===== src/rtl/rm_sym_pkg.sv =====
// rm_sym_pkg: shared types and helpers for the runtime-monitor symbol encoder
package rm_sym_pkg;
  localparam int SYM_W = 8;
  localparam logic [SYM_W-1:0] SEP_SYM_DEFAULT = 8'hFF;
  typedef enum logic [1:0] {IDLE, EMIT, SEP} enc_state_t;
  function automatic logic [SYM_W-1:0] lowest_set(input logic [255:0] v);
    logic [SYM_W-1:0] r;
    r = '0;
    for (int i = 255; i >= 0; i--) if (v[i]) r = SYM_W'(i);
    return r;
  endfunction
endpackage


===== src/rtl/rm_event_fifo.sv =====
// rm_event_fifo: synchronous vector FIFO that accepts a push on full when a pop shares the edge
module rm_event_fifo #(
  parameter int WIDTH = 16,
  parameter int DEPTH = 4
) (
  input  logic             clk,
  input  logic             reset,
  input  logic             push_i,
  input  logic [WIDTH-1:0] wdata_i,
  input  logic             pop_i,
  output logic [WIDTH-1:0] rdata_o,
  output logic             full_o,
  output logic             empty_o
);
  localparam int AW = $clog2(DEPTH);
  logic [WIDTH-1:0] mem_q [DEPTH];
  logic [AW:0] wptr_q, rptr_q;
  logic do_push, do_pop;
  always_comb begin
    empty_o = wptr_q == rptr_q;
    full_o  = (wptr_q ^ rptr_q) == {1'b1, {AW{1'b0}}};
    do_pop  = pop_i && !empty_o;
    do_push = push_i && (!full_o || do_pop);
    rdata_o = mem_q[rptr_q[AW-1:0]];
  end
  always_ff @(posedge clk) begin
    if (reset) begin
      wptr_q <= '0;
      rptr_q <= '0;
    end else begin
      wptr_q <= wptr_q + (AW+1)'(do_push);
      rptr_q <= rptr_q + (AW+1)'(do_pop);
    end
  end
  always_ff @(posedge clk) if (do_push) mem_q[wptr_q[AW-1:0]] <= wdata_i;
endmodule


===== src/rtl/rm_symbol_encoder.sv =====
// rm_symbol_encoder: serializes core event vectors into the monitor symbol/run stream
module rm_symbol_encoder
  import rm_sym_pkg::*;
#(
  parameter int               NUM_EVENTS = 16,
  parameter int               DEPTH      = 4,
  parameter logic [SYM_W-1:0] SYM_BASE   = 8'h01,
  parameter logic [SYM_W-1:0] SEP_SYM    = SEP_SYM_DEFAULT,
  parameter bit               EMIT_SEP   = 1'b1
) (
  input  logic                  clk,
  input  logic                  reset,
  input  logic                  enable,
  input  logic                  event_valid,
  input  logic [NUM_EVENTS-1:0] events,
  input  logic                  clear_ovf,
  output logic [SYM_W-1:0]      symbols,
  output logic                  run,
  output logic                  busy,
  output logic                  overflow,
  output logic [SYM_W-1:0]      drop_count
);
  logic push, pop, drop, full, empty, last;
  logic [NUM_EVENTS-1:0] head, cur_q, cur_rest;
  logic [SYM_W-1:0] sym_q, drop_q;
  logic run_q, ovf_q;
  enc_state_t state_q;
  rm_event_fifo #(.WIDTH(NUM_EVENTS), .DEPTH(DEPTH)) u_fifo (
    .clk(clk), .reset(reset), .push_i(push), .wdata_i(events), .pop_i(pop),
    .rdata_o(head), .full_o(full), .empty_o(empty)
  );
  always_comb begin
    cur_rest = cur_q & (cur_q - NUM_EVENTS'(1));
    last     = cur_rest == '0;
    push     = event_valid && |events;
    pop      = enable && !empty && (state_q != EMIT || (last && !EMIT_SEP));
    drop     = push && full && !pop;
    busy     = !empty || state_q != IDLE;
  end
  assign symbols    = sym_q;
  assign run        = run_q;
  assign overflow   = ovf_q;
  assign drop_count = drop_q;
  always_ff @(posedge clk) begin
    if (reset) begin
      state_q <= IDLE;
      cur_q   <= '0;
      sym_q   <= '0;
      run_q   <= 1'b0;
      ovf_q   <= 1'b0;
      drop_q  <= '0;
    end else begin
      run_q  <= enable && state_q != IDLE;
      sym_q  <= (!enable || state_q == IDLE) ? '0 :
                state_q == SEP ? SEP_SYM : SYM_BASE + lowest_set(256'(cur_q));
      ovf_q  <= drop || (ovf_q && !clear_ovf);
      // a drop on the same edge as clear_ovf restarts the count at one
      drop_q <= drop ? (clear_ovf ? 8'd1 : drop_q == 8'hFF ? drop_q : drop_q + 8'd1) :
                clear_ovf ? '0 : drop_q;
      cur_q  <= pop ? head : (enable && state_q == EMIT) ? cur_rest : cur_q;
      if (enable)
        state_q <= (state_q == EMIT && !last) ? EMIT :
                   (state_q == EMIT && EMIT_SEP) ? SEP :
                   empty ? IDLE : EMIT;
    end
  end
endmodule


===== config.mk =====
export PLATFORM = sky130hd
export DESIGN_NAME = rm_symbol_encoder
export DESIGN_NICKNAME = d
export VERILOG_FILES = /design/src/rtl/rm_sym_pkg.sv /design/src/rtl/rm_event_fifo.sv /design/src/rtl/rm_symbol_encoder.sv
export SDC_FILE = /design/constraint.sdc
export NUM_CORES = 1
export LEC_CHECK = 0
export BUFFER_PORTS_ARGS = -buffer_cell sky130_fd_sc_hd__clkbuf_2
export CELL_PAD_IN_SITES_DETAIL_PLACEMENT = 1
export CELL_PAD_IN_SITES_GLOBAL_PLACEMENT = 2
export CORE_AREA = 2 2 110 112
export DETAILED_ROUTE_END_ITERATION = 7
export DIE_AREA = 0 0 112 114
export PLACE_DENSITY_LB_ADDON = 0.08
export SYNTH_ARGS = -nofsm -noshare
export SYNTH_HDL_FRONTEND = slang
export SYNTH_SLANG_ARGS = --single-unit
export TNS_END_PERCENT = 20

===== constraint.sdc =====
create_clock -name clk -period 4.64 [get_ports clk]
set_clock_uncertainty 0.1 [all_clocks]
set_input_delay 0.696 -clock clk [delete_from_list [all_inputs] [get_ports clk]]
set_output_delay 0.696 -clock clk [all_outputs]
set_load 0.005 [all_outputs]

After elaboration in Yosys (flattened, before gate mapping). Memories as Yosys holds them, arrays and structs flattened. A register that Yosys moved wholly into a read port is not among the register bits. Cells that the tools add are included.

ROM bits: 0. Memories: 1. Output and inout bits: 19. RAM bits: 64. Word-level logic and storage cells: 82. Latch bits: 0. Bits of input ports: 21. Register bits after elaboration: 42.

Multiply operators: 0. Shift-type cells: 0. Divide/modulo/power cells: 0. Add/subtract/negate cells: 5. Equality and inequality tests: 7. Bitwise logic cells: 2. Muxes and demuxes: 30. Magnitude comparators: 0. Reductions and logical operators: 29.

Memories: u_fifo.mem_q (words 4, width 16, read ports 1, clocked after memory_dff 1, wr ports 1, RTL line rm_event_fifo.sv:16) `logic [WIDTH-1:0] mem_q [DEPTH];`.

Operators with widths (number): $mux 8 (21); $mux 16 (2); $and 16x16->16 (1); $logic_not 16->1 (1); $reduce_or 16->1 (1); $sub 16x1->16 const B (1); $logic_and 1x1->1 (11); $add 1x8->8 const A (1); $add 8x1->8 const B (1); $eq 8x8->1 const B (1); $add 3x1->3 (2); $logic_not 1->1 (6); $mux 2 (3); $reduce_bool 2->1 (3); $logic_or 1x1->1 (4); $mux 4 (1); $eq 3x3->1 (1); $eq 3x3->1 const B (1); $mux 1 (3); $xor 3x3->3 (1); $eq 2x1->1 const B (1); $eq 2x2->1 const B (1); $logic_not 2->1 (1); $ne 2x1->1 const B (1); 3 further kinds (3).

Logic depth before layout (Yosys ltp). Gate-level depths: netlist of the first run.

Depth after elaboration: 19. Mapped depth: 9. Gate-level depth less buffers: 8.

Hierarchy. Synthesis of the first run repeated with hierarchy kept, for this count alone.

Cell total of the unflattened synthesis: 359. Area total of the unflattened synthesis: 4558.1 µm².

By module, submodules not included: rm_event_fifo (times used 1, cells an instance 115, area each 2671.3 µm², seq. area each 2042.0 µm²); rm_symbol_encoder (times used 1, cells an instance 244, area each 1886.8 µm², seq. area each 680.7 µm²).

Worst setup path before layout of the first run. Ideal clock, no wire load.

Path type: register -> register. Start: reg u_fifo.rptr_q[0]. End: mem u_fifo.mem_q[2][0] (enable). Setup slack: 1408 ps. Library setup time: 436 ps. Arrival: 2696 ps. Period minus slack after synthesis: 3232 ps. Stages on the path, launching flop included: 5. Path buffers: 1. Data required time: 4104 ps. Path through: dfxtp_1 buf_2 xor2_1 a2111oi_0 nor4b_1.

Word-level cells in the longest chain between the ends: 9. Elaborated cells between the ends (all ways): 12. Those cells by class: eq/ne (2); mux (2); bitwise (1); reduce/logical (7).

Ends and longest elaborated chain: start, declared (RTL line rm_event_fifo.sv:17) `logic [AW:0] wptr_q, rptr_q;`; start signal, assigned (RTL line rm_event_fifo.sv:32) `rptr_q <= rptr_q + (AW+1)'(do_pop);`; $eq 3x3->1 (RTL line rm_event_fifo.sv:20) `empty_o = wptr_q == rptr_q;`; $logic_not 1->1 (RTL line rm_event_fifo.sv:22, rm_symbol_encoder.sv:36); $logic_and 1x1->1 (2 in series) (RTL line rm_symbol_encoder.sv:36) `pop = enable && !empty && (state_q != EMIT || (last && !EMIT_SEP));`; $logic_and 1x1->1 (RTL line rm_event_fifo.sv:22) `do_pop = pop_i && !empty_o;`; $logic_or 1x1->1 * (RTL line rm_event_fifo.sv:23) `do_push = push_i && (!full_o || do_pop);`; $logic_and 1x1->1 * (RTL line rm_event_fifo.sv:23); $mux 1 * (RTL line rm_event_fifo.sv:35) `always_ff @(posedge clk) if (do_push) mem_q[wptr_q[AW-1:0]] <= wdata_i;`; $mux 1 (implied by the code) * (RTL line rm_event_fifo.sv:35); end, declared (RTL line rm_event_fifo.sv:16).

Every way passes the cells marked *; elsewhere a longest branch is shown, timed or not.

Worst setup path after layout of the first run.
Start: reg cur_q[4]. End: reg state_q[1].

Word-level cells in the longest chain between the ends: 6.

Ends and longest elaborated chain: start, declared (RTL line rm_symbol_encoder.sv:24) `logic [NUM_EVENTS-1:0] head, cur_q, cur_rest;`; start signal, assigned (RTL line rm_symbol_encoder.sv:60) `cur_q <= pop ? head : (enable && state_q == EMIT) ? cur_rest : cur_q;`; $sub 16x1->16 (RTL line rm_symbol_encoder.sv:33) `cur_rest = cur_q & (cur_q - NUM_EVENTS'(1));`; $and 16x16->16 * (RTL line rm_symbol_encoder.sv:33); $logic_not 16->1 * (RTL line rm_symbol_encoder.sv:34) `last = cur_rest == '0;`; $logic_not 1->1 * (RTL line rm_symbol_encoder.sv:62) `state_q <= (state_q == EMIT && !last) ? EMIT :`; $logic_and 1x1->1 * (RTL line rm_symbol_encoder.sv:62); $mux 2 * (RTL line rm_symbol_encoder.sv:62); end signal, assigned (RTL line rm_symbol_encoder.sv:62); end, declared (RTL line rm_symbol_encoder.sv:27) `enc_state_t state_q;`.

Marked as above. A chain may end at the register's enable or synchronous reset.

==> results of run 1 <==
## metal layers
metal	GRT usage, %	vias up
met5	0	-
met4	8.54	0
met3	2.71	18
met2	27.1	46
met1	24.0	1477
li1	-	1489
## state kept, by name, summed over array words and instances (netlist names)
name and flops:
cur_q 16, overflow 1, symbols 6, u_fifo.wptr_q 3, run 1, state_q 2, u_fifo.rptr_q 3, u_fifo.mem_q 64
drop_count 8
## cell families (layout without fill, tap and decap cells)
family | count (synthesis) | after routing
simple gates | 115 | 115
mux | 17 | 17
fa+ha+maj | 7 | 7
xor+xnor | 10 | 10
flops | 104 | 104
compound gates | 88 | 88
buf+inv | 38 | 81
## power by group
| part | internal, mW | switching [mW] |
|---|---|---|
| clock | 0.382 | 0.380 |
| combinational | 0.324 | 0.491 |
| sequential | 1.06 | 0.0862 |
## critical path, cell delays in order (launching register included)
cell,delay [ps]
dfxtp_1,410
nor4_1,790
nand3_1,390
o21ai_0,360
and4_1,250
nand4_1,200
o32ai_1,310
## worst paths after layout
path | cells after the start | from | slack [ps] | endpoint
worst max-delay path | 6 | cur_q[4]$_SDFFE_PP0P_ | 1730 | state_q[1]$_SDFFE_PP0P_
worst max register to register | 6 | cur_q[4]$_SDFFE_PP0P_ | 1730 | state_q[1]$_SDFFE_PP0P_
worst min-delay path | 2 | overflow$_SDFF_PP0_ | 410 | overflow$_SDFF_PP0_
worst min register to register | 2 | overflow$_SDFF_PP0_ | 410 | overflow$_SDFF_PP0_
## Yosys cell counts, drive strengths merged, types with 6 or more instances
| master | instances |
|---|---|
| edfxtp | 64 |
| dfxtp | 40 |
| nor2 | 36 |
| nand2 | 32 |
| o21ai | 31 |
| a21oi | 29 |
| inv | 17 |
| mux4 | 16 |
| clkbuf | 11 |
| buf | 10 |
| nand3 | 7 |
| nor2b | 7 |
| a22oi | 6 |
| ha | 6 |
| xnor2 | 6 |
## per-stage QoR
stage / hold WS (ps) / utilization [%] / instances
3_5_place_dp: 395 / 41.7 / 553
4_1_cts: 412 / 44.2 / 569
5_1_grt: 461 / 44.2 / 569
6_report: 409 / 44.2 / 569
3_3_place_gp: 382 / 41.7 / 553
2_1_floorplan: 373 / - / 379
## final cells by class
type                    count  area [µm²]
inverters                  17        63.8
flip-flops and latches    104        2720
repair buffers             48         263
clock buffers               9         225
fillers                  1254        6530
clock inverters             7        67.6
well taps                 147         184
multi-input cells         237        1650
==> metrics.md, run 1 <==
| Metric | Value |
|---|---|
| Area leader, netlist | edfxtp_1 |
| Met2 WL | between 4000 and 5000 µm |
| Syn Nets | 406 |
| XOR/XNOR share of the synthesized area | under 10% |
| GPL Wtd Cong | 0.740 |
| Area after detailed placement | 0.00488 mm² |
| Largest net degree at the start of global routing | 30 |
| Initial antenna violation count | 0 |
| Pwr Total | 2.72 mW |
| Critical path type | reg2reg |
| Vias in the first global route | 3032 |
| Setup bufs post-CTS | 0 |
| Highest metal used | met4 |
| I/O pin cnt | 40 |
| Slew headroom | 42.4% |
| CTS max path bufs | 2 |
| Area of the die | 0.0128 mm² |
| RSZ-0062 raised after global routing | false |
| Layout cells sized above 1 | 20.9% |
| Share of Yosys cell area claimed by the top area cell type | 42.5% |
| Post-synth EDFFs | 64 |
| Setup_tns | 0 ps |
| Final min period | between 2000 and 3000 ps |
| Worst EP arrival | 3060 ps |
| Root buf cell | clkbuf_16 |
| Crit end category | flop |
| Primary FF master, synth | edfxtp_1 |
| Most frequent cells in the layout | edfxtp_1, dfxtp_1, clkbuf_2 |
| First-pass GRT wire length | 16800 µm |
| Leak Pwr | 1.86 nW |
| Largest family of logic cells by synthesized area | simple AND/OR/NAND/NOR gates |
| Place WS | about 1400 ps |
| Avg Inst Size Synth | 11.9 µm² |
| Mapped Area | ~0.0045 mm² |
| Synthesized-area fraction occupied by and/or/nand/nor cells | 12.5% |
| DRT antenna net count | 0 |
| # rows | 40 |
| Final period util | 62.6% |
| Starting density of the core | 38.6% |
| DRT Pass-1 Iters | 4 |
| Multiplexer area fraction after synthesis | under 10% |
| Via count | 3030 |
| VDD IR-drop max | around 240 µV |
| Outcome | finished, final reports clean |
| Slew @ Worst Pin | between 800 and 900 ps |
| M1 wire length | 4920 µm |
| Sink Count | 104 |
| Total GRT Usage | between 10% and 20% |
| Netlist cell types | 48 |
| Vias per inst | 5.33 |
| Dpl hpwl | 7300 µm |
| Fin. Hold Viols | 0 |
| Req. time, crit path | ~4800 ps |
| Setup Viol. Count Final | 0 |
| Global route overflow | 0 |
| Final net count | 444 |
| Core area | ~0.012 mm² |
| Commonest non-fill, non-tap cell in the layout | edfxtp_1 |
| Worst-Skew Late Latency | 360 ps |
| Final Max Slew Viols | 0 |
| WL final | 10500 µm |
| Post-synthesis compound-gate area fraction | around an eighth |
| Ant diodes | 0 |
| Die Ht | ~110 µm |
| Worst Setup Start Kind | flop |
| Synth async-reset ratio | 0% |
| WL/cell | 18.5 µm |
| Clk slew on worst S/H paths | 70 ps |
| Maxcap violations | 0 |
| CTS resizes | 0 |
| Buffers on Ports | 39 |
| Synth Area in Adders | under 10% |
| Mapped Cells | 379 |
| CTS buffer count | 9 |
| Syn. warnings | 0 |
| Depth of the CTS H-tree | 3 |
| Max Fclk | 0.344 GHz |
| Crit-path max FO | 9 |
| Hold Path Class | reg2reg |
| Initial drt markers | roughly 220 |
| Final WS setup | roughly 1700 ps |
| Final instance area | 0.00518 mm² |
| Synth Register Bits | 104 |
| Met3 WL | 329 µm |
| Area contributors post-synth | edfxtp_1, dfxtp_1, mux4_2, o21ai_0, a21oi_1 |
| PD cells | between 500 and 600 mW/mm² |
| CTS Hold Buffers Added | 0 |
| DRC viols | 0 |
| Sequential area share after synthesis | 60.2% |
| Layout area overhead | 14.5% |
| CTS tree | done |
| Die width | around 110 µm |
No activity file was read; power rests on OpenSTA's default activity.
==> run 2, diff against run 1 <==
Settings changed: ABC_AREA from default to 1, CORE_AREA 2 2 110 112 to 2 2 116 118, DIE_AREA 0 0 112 114 to 0 0 118 120.
Clock period 4.64 ns to 2.9 ns, I/O delays scaled along.
==> metrics.md, run 2 <==
| Metric | Value |
|---|---|
| Outcome | finished, final reports clean |
| Crit end category | flop |
| Die width | 118 µm |
| Reg-to-Reg End | u_fifo.wptr_q[2]$_SDFF_PP0_ |
| Commonest non-fill, non-tap cell in the layout | nand2_1 |
| CTS buffer count | 9 |
| Vias in the first global route | 3681 |
| Vias per inst | roughly 4.9 |
| RSZ-0062 raised after global routing | false |
| Final Util | 41.4% |
| Post-synth EDFFs | between 60 and 70 |
| NetSw | 1.46 mW |
| Synth async-reset ratio | 0% |
| Setup_tns | 0 ps |
| Layout area overhead | 15.7% |
| Fill cell count | 1523 |
| GPL Wtd Cong | 0.786 |
| Mapped Cells | 489 |
| CTS resizes | 0 |
| R2r setup slk | 620 ps |
| Setup bufs post-CTS | 0 |
| Core area | 0.0130 mm² |
| Final period util | roughly four fifths |
| Initial antenna violation count | 0 |
| Share of Yosys cell area claimed by the top area cell type | between 40% and 50% |
| WL/cell | 16.2 µm |
| Largest net degree at the start of global routing | 35 |
| CTS Hold Buffers Added | 0 |
| Dpl hpwl | 8470 µm |
| Depth of the CTS H-tree | 3 |
| Switch share | between 30 and 40% |
| CTS max path bufs | 2 |
| Reg power frac | between 40% and 50% |
| Leak Pwr | 2.23 nW |
| I/O pin cnt | 40 |
| First-pass GRT wire length | 19100 µm |
| Critical path capture point | u_fifo.wptr_q[2]$_SDFF_PP0_ |
| PD cells | 765 mW/mm² |
| VDD IR-drop max | 391 µV |
| Sequential area share after synthesis | about three fifths |
| Mapped Area | 0.00465 mm² |
| Clk slew on worst S/H paths | roughly 70 ps |
| Maxcap violations | 0 |
| Global route overflow | 0 |
| Setup Viol. Count Final | 0 |
| Int Pwr | approximately 2.7 mW |
| Largest register FFs | 64 |
| Crit path launch | u_fifo.wptr_q[1]$_SDFF_PP0_ |
| CTS tree | done |
| # rows | 42 |
| Most frequent cell after synthesis | nand2_1 |
| Critical path type | reg2reg |
| Buffers on Ports | 39 |
| Primary FF master, synth | edfxtp_1 |
| Sequential cell area | 0.00272 mm² |
| Ant diodes | 0 |
| Layout cells sized above 1 | 18.0% |
| Crit-path max FO | 7 |
| Worst R2R Start | u_fifo.wptr_q[1]$_SDFF_PP0_ |
| Clock share of power | 28.4% |
| Root buf cell | clkbuf_16 |
| Fin. Hold Viols | 0 |
| Sink Count | 104 |
| R2R depth | 12 |
| Area of the die | 0.0142 mm² |
| Combinational group share of total power | 29.1% |
| Final net count | approximately 560 |
| Area leader, netlist | edfxtp_1 |
| Avg Inst Size Synth | roughly 9.5 µm² |
| Starting density of the core | 35.8% |
| Worst-Skew Late Latency | 350 ps |
| Die Ht | 120 µm |
| Initial drt markers | 128 |
| Syn Nets | 516 |
| Netlist cell types | 39 |
| Syn. warnings | 0 |
| Hold Path Class | in2reg |
| Final min period | between 2000 and 2500 ps |
| Max Fclk | about 0.44 GHz |
| Synth Register Bits | 104 |
| DRT antenna net count | 0 |
| Worst Setup Start Kind | flop |
| DRC viols | 0 |
| Via count | around 3.5k |
| Most frequent cells in the layout | nand2_1, inv_1, edfxtp_1 |
| Slew headroom | a little under two thirds |
| Area contributors post-synth | edfxtp_1, dfxtp_1, nand2_1, inv_1, nor2_1 |
| Slew @ Worst Pin | around 550 ps |
| Worst EP arrival | 2420 ps |
| Req. time, crit path | 3030 ps |
| Total GRT Usage | approximately 18% |
| DRT Pass-1 Iters | 4 |
| WL final | 11600 µm |
| Post-synth top cells | nand2_1, inv_1, edfxtp_1, nor2_1, dfxtp_1 |
| Final Max Slew Viols | 0 |
| Multi-input logic area | between 0.0015 and 0.002 mm² |
==> run 2: power by group through the flow <==
stage                     logic [mW]  clock network, mW  registers [mW]
after floorplan                0.861                  0            1.77
after global placement          1.20                  0            1.78
after detailed placement        1.23                  0            1.78
after CTS                       1.23               1.21            1.75
after global routing            1.38               1.26            1.76
final                           1.20               1.17            1.75
==> run 2: kinds of logic after synthesis <==
family,count (synthesis),synth area share [%]
fa+ha+maj,6,1.62
simple gates,187,18.6
flops,104,58.6
buf+inv,86,7.16
compound gates,102,13.3
xor+xnor,4,0.754
==> run 2: cell type report <==
| cell class | count | share of cell area, % |
|---|---|---|
| clock buffer | 9 | 4.19 |
| tap | 176 | 4.09 |
| inverter | 72 | 5.02 |
| clock inverter | 7 | 1.09 |
| timing repair buffer | 49 | 5.02 |
| multi-input combinational | 299 | 30.0 |
| sequential | 104 | 50.6 |
==> run 2: metrics by stage <==
| step | setup slack, ps | power (mW) | cell area, µm² | hold WS [ps] | std cells |
|---|---|---|---|---|---|
| floorplan | 102 | 2.63 | 4650 | 336 | 489 |
| global placement | 357 | 2.98 | 5100 | 358 | 700 |
| detailed placement | 305 | 3.01 | 5100 | 357 | 700 |
| CTS | 574 | 4.19 | 5380 | 200 | 716 |
| global route | 395 | 4.40 | 5380 | 216 | 716 |
| finish | 617 | 4.12 | 5380 | 213 | 716 |
==> run 2: worst min path at each step <==
stage | end | from | depth (start not counted)
after global placement | drop_count[4]$_SDFFE_PP0P_ | drop_count[4]$_SDFFE_PP0P_ | 2
after CTS | u_fifo.mem_q[3][8]$_DFFE_PP_ | events[8] | 1
after floorplan | symbols[0]$_SDFF_PP0_ | state_q[0]$_SDFFE_PP0P_ | 1
after global routing | u_fifo.mem_q[1][9]$_DFFE_PP_ | events[9] | 1
after detailed placement | symbols[0]$_SDFF_PP0_ | state_q[0]$_SDFFE_PP0P_ | 1
final | u_fifo.mem_q[2][8]$_DFFE_PP_ | events[8] | 1
==> run 2: layer usage <==
metal	track usage (%)	up-vias	routed length, µm
li1	-	1752	-
met1	22.7	1693	5520
met2	29.8	39	5610
met3	2.76	10	321
met4	6.48	0	161
met5	0	-	0
==> run 2: worst max-delay path, stage by stage (launching register included) <==
cell	delay [ps]
dfxtp_1	370
inv_1	160
nand2_2	80
a21oi_4	200
nand2_2	90
nand3_4	140
nand3b_2	140
nand2_1	240
inv_1	80
ha_1	180
ha_1	180
xnor2_1	140
nor2_1	50
